==> config.mk <==
export PLATFORM = sky130hd
export DESIGN_NAME = mtm_alu_deser_param_flat
export DESIGN_NICKNAME = d
export VERILOG_FILES = /design/src/rtl/mtm_alu_deser_param_if.sv /design/src/rtl/mtm_alu_deser_param.sv /design/src/flat_wrapper.sv
export SDC_FILE = /design/constraint.sdc
export NUM_CORES = 1
export LEC_CHECK = 0
export ABC_AREA = 1
export CORE_MARGIN = 2
export CORE_UTILIZATION = 55
export CTS_CLUSTER_SIZE = 8
export DETAILED_ROUTE_END_ITERATION = 6
export HOLD_SLACK_MARGIN = 0.05
export PLACE_DENSITY = 0.77
export SYNTH_ARGS = -nofsm -noshare
export SYNTH_HDL_FRONTEND = slang
export SYNTH_SLANG_ARGS = --single-unit
==> constraint.sdc <==
create_clock -name clk -period 7.5 [get_ports clk]
set_input_delay 1.5 -clock clk [delete_from_list [all_inputs] [get_ports clk]]
set_output_delay 1.5 -clock clk [all_outputs]
set_load 0.01 [all_outputs]
==> src/rtl/mtm_alu_deser_param_if.sv <==
// Bus between the ALU command deserializer and its user: the serial
// input line plus the one-entry valid/ready result register.
interface mtm_alu_deser_param_if #(
    parameter int DATA_W = 32
);
    logic              sin;
    logic [DATA_W-1:0] A;
    logic [DATA_W-1:0] B;
    logic [7:0]        ctl_out;
    logic              out_valid;
    logic              out_ready;
    logic              ovf;

    // Driver of the serial line and consumer of the results
    modport master (
        output sin, out_ready,
        input  A, B, ctl_out, out_valid, ovf
    );

    // The deserializer itself
    modport slave (
        input  sin, out_ready,
        output A, B, ctl_out, out_valid, ovf
    );
endinterface

==> src/rtl/mtm_alu_deser_param.sv <==
// Serial ALU command deserializer, operand width DATA_W.
// Receives 2*BYTES data frames (A then B, MSB byte first) and one CTL
// frame, checks framing, frame types and CRC-4, and hands the result to a
// one-entry valid/ready output register. Errors produce code C9 (framing)
// or A5 (CRC) with A/B left unchanged.
// Optional: define FRAME_TIMEOUT_EN to abort a partial packet after
// TIMEOUT_CYC idle cycles between frames.
module mtm_alu_deser_param #(
    parameter int DATA_W      = 32,
    parameter int TIMEOUT_CYC = 64
) (
    input  logic                 clk,
    input  logic                 rst,
    mtm_alu_deser_param_if.slave bus
);
    localparam int BYTES = DATA_W / 8;
    localparam int FCW   = $clog2(2 * BYTES + 1);
    localparam logic [FCW-1:0] LAST_FRM = FCW'(2 * BYTES);

    // Reject parameter sets the frame format cannot represent
    if (DATA_W % 8 != 0 || DATA_W < 8 || DATA_W > 64 || TIMEOUT_CYC < 1) begin : g_param_chk
        $error("mtm_alu_deser_param: DATA_W must be 8..64 in steps of 8, TIMEOUT_CYC >= 1");
    end

    typedef enum logic [1:0] {IDLE, RX, RESYNC} state_t;

    state_t            state;
    logic [3:0]        bit_cnt;
    logic [FCW-1:0]    frame_cnt;
    logic [7:0]        pay;
    logic              type_err;
    logic [DATA_W-1:0] a_sh;
    logic [DATA_W-1:0] b_sh;

    logic              res_fire;
    logic              res_ok;
    logic [7:0]        res_ctl;

    // CRC-4, x^4+x+1, init 0, MSB first
    function automatic logic [3:0] crc4(input logic [2*DATA_W+3:0] msg);
        logic [3:0] c;
        logic       fb;
        c = 4'h0;
        for (int i = 2*DATA_W+3; i >= 0; i--) begin
            fb = c[3] ^ msg[i];
            c  = {c[2:0], 1'b0} ^ (fb ? 4'h3 : 4'h0);
        end
        return c;
    endfunction

`ifdef FRAME_TIMEOUT_EN
    localparam int TOW = $clog2(TIMEOUT_CYC + 1);
    logic [TOW-1:0] to_cnt;
    logic           to_abort;
    assign to_abort = (state == IDLE) && bus.sin && (frame_cnt != '0) &&
                      (to_cnt == TOW'(TIMEOUT_CYC - 1));
`endif

    // Result event: a type error is flagged at the type bit but reported at
    // the stop bit, so the rest of the frame is not mistaken for new frames.
    always_comb begin
        res_fire = 1'b0;
        res_ok   = 1'b0;
        res_ctl  = 8'hC9;
        if (state == RX && bit_cnt == 4'd10) begin
            if (!bus.sin || type_err) begin
                res_fire = 1'b1;
            end else if (frame_cnt == LAST_FRM) begin
                res_fire = 1'b1;
                if (crc4({a_sh, b_sh, 1'b1, pay[6:4]}) == pay[3:0]) begin
                    res_ok  = 1'b1;
                    res_ctl = pay;
                end else begin
                    res_ctl = 8'hA5;
                end
            end
        end
`ifdef FRAME_TIMEOUT_EN
        if (to_abort) res_fire = 1'b1;
`endif
    end

    // Receive FSM: frame hunting, bit/frame counting, operand assembly
    always_ff @(posedge clk) begin
        if (!rst) begin
            state     <= IDLE;
            bit_cnt   <= 4'd0;
            frame_cnt <= '0;
            pay       <= 8'h00;
            type_err  <= 1'b0;
            a_sh      <= '1;
            b_sh      <= '1;
`ifdef FRAME_TIMEOUT_EN
            to_cnt    <= '0;
`endif
        end else begin
            case (state)
                IDLE: begin
                    if (!bus.sin) begin
                        state   <= RX;
                        bit_cnt <= 4'd1;
`ifdef FRAME_TIMEOUT_EN
                        to_cnt  <= '0;
`endif
                    end
`ifdef FRAME_TIMEOUT_EN
                    else if (frame_cnt == '0) begin
                        to_cnt <= '0;
                    end else if (to_abort) begin
                        state     <= RESYNC;
                        frame_cnt <= '0;
                        to_cnt    <= '0;
                    end else begin
                        to_cnt <= to_cnt + TOW'(1);
                    end
`endif
                end
                RX: begin
                    bit_cnt <= bit_cnt + 4'd1;
                    if (bit_cnt == 4'd1)
                        type_err <= (bus.sin != (frame_cnt == LAST_FRM));
                    if (bit_cnt >= 4'd2 && bit_cnt <= 4'd9)
                        pay <= {pay[6:0], bus.sin};
                    if (bit_cnt == 4'd10) begin
                        if (!bus.sin || type_err) begin
                            state     <= RESYNC;
                            frame_cnt <= '0;
                        end else if (frame_cnt == LAST_FRM) begin
                            state     <= res_ok ? IDLE : RESYNC;
                            frame_cnt <= '0;
                        end else begin
                            state     <= IDLE;
                            frame_cnt <= frame_cnt + FCW'(1);
                            if (frame_cnt < FCW'(BYTES))
                                a_sh <= (a_sh << 8) | DATA_W'(pay);
                            else
                                b_sh <= (b_sh << 8) | DATA_W'(pay);
                        end
                    end
                end
                RESYNC: begin
                    if (bus.sin) state <= IDLE;
                end
                default: state <= IDLE;
            endcase
        end
    end

    // One-entry output register; a result arriving while it is full and not
    // being popped is dropped and latched into the sticky ovf flag.
    always_ff @(posedge clk) begin
        if (!rst) begin
            bus.A         <= '1;
            bus.B         <= '1;
            bus.ctl_out   <= 8'hFF;
            bus.out_valid <= 1'b0;
            bus.ovf       <= 1'b0;
        end else if (res_fire && (!bus.out_valid || bus.out_ready)) begin
            bus.out_valid <= 1'b1;
            bus.ctl_out   <= res_ctl;
            if (res_ok) begin
                bus.A <= a_sh;
                bus.B <= b_sh;
            end
        end else begin
            if (res_fire)      bus.ovf       <= 1'b1;
            if (bus.out_ready) bus.out_valid <= 1'b0;
        end
    end
endmodule
==> src/flat_wrapper.sv <==
// flat-port wrapper written by rule: the top's interface ports become plain ports
module mtm_alu_deser_param_flat 
#(
    parameter int DATA_W      = 32,
    parameter int TIMEOUT_CYC = 64
)
  (clk, rst, bus_sin, bus_out_ready, bus_A, bus_B, bus_ctl_out, bus_out_valid, bus_ovf);
  mtm_alu_deser_param_if #(.DATA_W(DATA_W)) bus_i ();
  input  logic clk;
  input  logic rst;
  input wire logic [$bits(bus_i.sin)-1:0] bus_sin;
  input wire logic [$bits(bus_i.out_ready)-1:0] bus_out_ready;
  output wire logic [$bits(bus_i.A)-1:0] bus_A;
  output wire logic [$bits(bus_i.B)-1:0] bus_B;
  output wire logic [$bits(bus_i.ctl_out)-1:0] bus_ctl_out;
  output wire logic [$bits(bus_i.out_valid)-1:0] bus_out_valid;
  output wire logic [$bits(bus_i.ovf)-1:0] bus_ovf;
  assign bus_i.sin = bus_sin;
  assign bus_i.out_ready = bus_out_ready;
  assign bus_A = bus_i.A;
  assign bus_B = bus_i.B;
  assign bus_ctl_out = bus_i.ctl_out;
  assign bus_out_valid = bus_i.out_valid;
  assign bus_ovf = bus_i.ovf;
  mtm_alu_deser_param #(.DATA_W(DATA_W), .TIMEOUT_CYC(TIMEOUT_CYC)) u_core (.clk(clk), .rst(rst), .bus(bus_i));
endmodule
==> impl_metrics.ini, run 1 <==
[global_route]
overflow = 0
grt_start_max_net_pins = 94
grt_pass1_vias = 7968
grtUsageTotal_pct = 25.7
antenna_found_initial = 0
grt_first_pass_wirelength_mm = 37.5

[placement]
place_hpwl_mm = 15.2
io_buffers = 77
gp_congestion = 0.915
post-place-ws_ps = 695
dp.cells = 1541

[logic_synthesis]
synth_edf_count = 0
synth_cell_types = 33
yosysTopAreaCell = dfxtp_1
synth_area_per_cell_sq_um = 6.86
synth_area_sq_um = 8910
syn_inst = 1299
synthTopCellsByCount = nand2_1, nand3_1, dfxtp_1
syn-num-nets = 1309
synth.most_common_cell = nand2_1
yosys_warnings = 0
synth_ff_type = dfxtp_1
synth_area_leaders = dfxtp_1, nand2_1, nand3_1
async_reset_ff_share_pct = 0
synth.ff_latch_count = 157
ys_seq_area_share_pct = 35.3
synth_top_area_share_pct = 35.3

[sta]
finalSetupViolations = 0
slew_headroom_pct = 29.9
layout_setup_ws_ps = 816
slew_violations = 0
hold_ws_ps = 455
fin_skew_ps = 7.67
fin_crit_sh_pct = 89.1
worstMarginPinSlew_ps = 1050
hold_viol = 0
fin_crit_ps = 6680
clock.fmax_mhz = 150

[detailed_routing]
post_drt_wl_per_cell_microns = 14.3
vias = 8764
viasPerCell = 5.56
wl_mm = 22.5
first_pass_iters = 5
ant_nets = 0
drc = 0
drtIter0Drc = 541

[power]
power.leakage_nw = 5.29
power.share.clock_pct = 48.8
swShare_pct = 23.8
irDropWorstVdd_mv = 0.155
pwr-share-seq_pct = 45.9
power_density_nw_per_um2 = 174
p_sw_mw = 0.435
p_int_mw = 1.39
power_frac_comb_pct = 5.2

[clock_tree]
clkLatencyLatePin_ps = 430
cts_buffer_depth = 2
clk_root_buffer_cell = clkbuf_16
cts_hold_buf = 0
cts_buffers = 17
htreeDepth = 4
cts.clk_slew.worst_paths_ps = 70
cts_sinks = 157
cts_tree = yes

[cells_and_area]
antenna_cells = 0
final_cells = 1576
nFillCells = 1450
layout.nets = 1357
areaGrowthSynthToFinish_pct = 17.7
drive_gt1_share_pct = 16.3

[worst_setup_path]
crit_slowest_cell = dfxtp_4
critical_path.max_stage_delay_ps = 400
critPathKind = flop to flop
cp_max_fo = 34
crit_arrival_ps = 7060
crit_path_end_kind = flop
start_kind = flop
cp.required_ps = 7870
path_common_cell = nand2_1

[die]
num_io_pins = 78
fp-row-count = 46
coreArea_sq_um = 15900
dieArea_sq_um = 17200
fp.dieW_microns = 131
initial_utilization_pct = 56.1
die_h_microns = 131

[outcome]
outcome = completed

[flow_run]
drv_cap = 0

[min_path]
hp-class = flop to flop
==> worst max-delay path: cells and delay by family (launching register included) <==
family        cells  cell delay [ps]
flops             1              400
simple gates     61             5420
buf+inv           9              810
==> repair_timing <==
action                     CTS  global route
setup endpoints to repair    0            73
resized for setup            0            30
buffers inserted             0             1
==> placed cells by master, fill, tap and decap left out, types with 2 or more instances in the layout <==
cell type and n:
dfxtp_2 2, nand2_4 10, buf_12 4, clkinv_4 3
xnor2_1 2, nor3_1 2, nand2_2 97, o21ai_1 5
a31oi_1 2, o211ai_1 61, o21ai_0 13, inv_1 95
clkbuf_16 19, xor2_1 7, nand3_2 39, ha_1 6
nand3b_1 11, nand3_1 199, inv_2 22, nor2_1 20
a21oi_1 23, clkinv_2 3, buf_4 6, clkdlybuf4s50_1 76
nand2_1 393, inv_6 2, nand4_1 67, clkinvlp_4 3
bufinv_16 3, dfxtp_1 152, dfxtp_4 3
==> logic make-up (layout without fill, tap and decap cells) <==
family	count (synthesis)	in the layout	share of synthesized area, %
fa+ha+maj	6	6	0.842
flops	157	157	35.3
simple gates	843	843	46.8
buf+inv	178	239	8.48
compound gates	106	106	7.76
xor+xnor	9	9	0.885
==> power groups by stage <==
stage | logic (mW) | registers (mW) | clock network [mW]
final | 0.0957 | 0.840 | 0.893
after global placement | 0.0803 | 0.860 | 0
after floorplan | 0.0655 | 0.858 | 0
after detailed placement | 0.0821 | 0.860 | 0
after CTS | 0.0826 | 0.841 | 0.901
after global routing | 0.105 | 0.840 | 0.938
==> cell type report <==
cell class / count / area [sq um] / area share [%]
well taps: 216 / 270 / 2.58
clock inverters: 13 / 163 / 1.55
flip-flops and latches: 157 / 3160 / 30.1
multi-input cells: 964 / 5070 / 48.3
repair buffers: 88 / 936 / 8.92
clock buffers: 19 / 443 / 4.22
inverters: 119 / 452 / 4.31
==> path summary, 6_finish.rpt <==
| kind | startpoint | end | slack [ps] | cells after the start |
|---|---|---|---|---|
| setup / recovery | u_core.a_sh[31] | u_core.bus.A[3] | 820 | 70 |
| hold reg to reg | u_core.bus.B[25] | u_core.bus.B[25] | 450 | 2 |
| hold / removal | u_core.bus.B[25] | u_core.bus.B[25] | 450 | 2 |
| setup reg to reg | u_core.a_sh[31] | u_core.bus.A[3] | 820 | 70 |
==> registers in the layout, summed over array words and instances (netlist names) <==
name / flops
u_core.bus.out_valid: 1
u_core.type_err: 1
u_core.bus.B: 32
u_core.pay: 8
u_core.b_sh: 32
u_core.frame_cnt: 4
u_core.a_sh: 32
u_core.state: 2
u_core.bus.ovf: 1
u_core.bus.A: 32
u_core.bit_cnt: 4
u_core.bus.ctl_out: 8
==> layer usage <==
layer / part of all wire, % / GRT usage (%) / wire length, microns / vias up
met5: 0 / 0 / 0 / -
met4: 1.7 / 7.85 / 376 / 0
met3: 5.1 / 4.55 / 1140 / 37
met2: 47 / 42.5 / 10600 / 230
met1: 46 / 34.4 / 10400 / 4048
li1: - / - / - / 4449
==> metrics by stage <==
stage	power [mW]	util [%]	area [sq um]	TNS (ps)
after floorplan	0.924	-	8910	0
after global placement	0.940	61.3	9740	0
after detailed placement	0.942	61.3	9740	0
after CTS	1.82	65.1	10300	0
after global routing	1.88	66.0	10500	-4.24
final	1.83	66.0	10500	0
Power figures use the tool's default switching activity.
==> inputs of run 2 (changes only) <==
--- a/config.mk
+++ b/config.mk
@@ -8,7 +8,7 @@
 export ABC_AREA = 1
 export CORE_MARGIN = 2
 export CORE_UTILIZATION = 55
-export CTS_CLUSTER_SIZE = 8
+export CTS_CLUSTER_SIZE = 28
 export DETAILED_ROUTE_END_ITERATION = 6
 export HOLD_SLACK_MARGIN = 0.05
 export PLACE_DENSITY = 0.77
==> results of run 2 <==
No change in the layout: final DEF, timing and power equal those of run 1.
==> inputs of run 3 (changes only) <==
--- a/config.mk
+++ b/config.mk
@@ -7,11 +7,10 @@
 export LEC_CHECK = 0
 export ABC_AREA = 1
 export CORE_MARGIN = 2
-export CORE_UTILIZATION = 55
+export CORE_UTILIZATION = 40
 export CTS_CLUSTER_SIZE = 28
 export DETAILED_ROUTE_END_ITERATION = 6
 export HOLD_SLACK_MARGIN = 0.05
-export PLACE_DENSITY = 0.77
 export SYNTH_ARGS = -nofsm -noshare
 export SYNTH_HDL_FRONTEND = slang
 export SYNTH_SLANG_ARGS = --single-unit
==> impl_metrics.ini, run 3 (synthesized netlist as in run 1, its figures left out) <==
[die]
fp-row-count = 54
coreArea_sq_um = 21800
fp.dieW_microns = 153
num_io_pins = 78
initial_utilization_pct = 40.8
dieArea_sq_um = 23500
die_h_microns = 153

[placement]
io_buffers = 77
dp.cells = 1603
gp_congestion = 0.861
post-place-ws_ps = 363
place_hpwl_mm = 15.8
place_area_sq_um = 9820

[sta]
hold_viol = 0
slew_violations = 0
fin_skew_ps = 11.1
layout_setup_ws_ps = 730
fin_crit_sh_pct = 90.3
finalSetupViolations = 0
clock.fmax_mhz = 148
fin_crit_ps = 6770
finalSetupTns_ps = 0
slew_headroom_pct = 31.8
rsz0062_at_grt = false
worstMarginPinSlew_ps = 1020

[clock_tree]
cts_buffers = 17
cts_sinks = 157
cts_buffer_depth = 2
cts_tree = yes
clkLatencyLatePin_ps = 430
cts.clk_slew.worst_paths_ps = 60
cts_hold_buf = 0
htreeDepth = 4
clk_root_buffer_cell = clkbuf_16

[detailed_routing]
ant_nets = 0
post_drt_wl_per_cell_microns = 14.6
first_pass_iters = 5
drc = 0
wl_mm = 24.0
viasPerCell = 5.25
drtIter0Drc = 503
vias = 8629

[global_route]
grt_start_max_net_pins = 86
grt_first_pass_wirelength_mm = 37.8
grtUsageTotal_pct = 19.2
antenna_found_initial = 0
grt_pass1_vias = 7731
overflow = 0

[worst_setup_path]
path_common_cell = nand2_1
cp-startpoint = u_core.a_sh[31]
critPathKind = flop to flop
cp.required_ps = 7860
path_delay_family = simple AND/OR/NAND/NOR gates
r2r_start = u_core.a_sh[31]
crit_arrival_ps = 7130
crit_path_end_kind = flop
path_buf_inv = 6
crit_slowest_cell = dfxtp_4
critical_path.max_stage_delay_ps = 390
cp_max_fo = 34
start_kind = flop

[power]
power_density_nw_per_um2 = 175
irDropWorstVdd_mv = 0.146
power.leakage_nw = 5.33

[cells_and_area]
antenna_cells = 0
layout.nets = 1361
layout_common_cells = nand2_1, nand3_1, dfxtp_1
nFillCells = 2217
design_area_sq_um = 10700
areaGrowthSynthToFinish_pct = 20.2
drive_gt1_share_pct = 17.2
final_cells = 1643
final_common_cell = nand2_1

[min_path]
worstHoldStart = u_core.bus.A[4]
hp-class = flop to flop

[flow_run]
drv_cap = 0

[outcome]
outcome = completed
==> run 3: tightest hold or removal path: stages (launching register included) <==
cell and delay, ps:
dfxtp_1 320, nand2_1 50, nand3_1 50
==> run 3: timing repair <==
item                                    in CTS  in global routing
endpoints found under the setup margin       0                 73
resized for setup                            0                 38
setup buffers                                0                  4
==> run 3: per-stage QoR <==
stage                     power, mW  utilization [%]  hold slack, ps
after global routing           1.94             49.1             471
after CTS                      1.89             47.9             463
final                          1.87             49.1             457
after floorplan               0.924                -             464
after detailed placement      0.944             45.0             447
after global placement        0.943             45.0             440
==> run 3: metal layers <==
metal | vias to the layer above | global-route usage, % | part of all wire, %
met5 | - | 0 | 0
met4 | 0 | 4.89 | 0.62
met3 | 11 | 3.20 | 3.2
met2 | 156 | 31.3 | 47
met1 | 4008 | 26.5 | 49
li1 | 4454 | - | -
==> run 3: path summary, 6_finish.rpt <==
kind,to,slack (ps),cells after the start
worst min register to register,u_core.bus.A[4],460,2
worst max register to register,u_core.bus.B[7],730,66
worst min-delay path,u_core.bus.A[4],460,2
worst max-delay path,u_core.bus.B[7],730,66
==> run 3: area by class of cell <==
class | count | area (sq um) | share of cell area [%]
Tap cell | 280 | 350 | 3.27
Clock buffer | 20 | 437 | 4.08
Sequential cell | 157 | 3160 | 29.5
Inverter | 119 | 447 | 4.17
Multi-Input combinational cell | 965 | 5150 | 48.1
Clock inverter | 11 | 193 | 1.80
Timing Repair Buffer | 91 | 978 | 9.14
==> run 3: power breakdown <==
group | internal, mW | switching, mW | leakage, nW
Sequential | 0.836 | 0.00415 | 1.27
Combinational | 0.0226 | 0.0692 | 3.76
Clock | 0.589 | 0.351 | 0.300
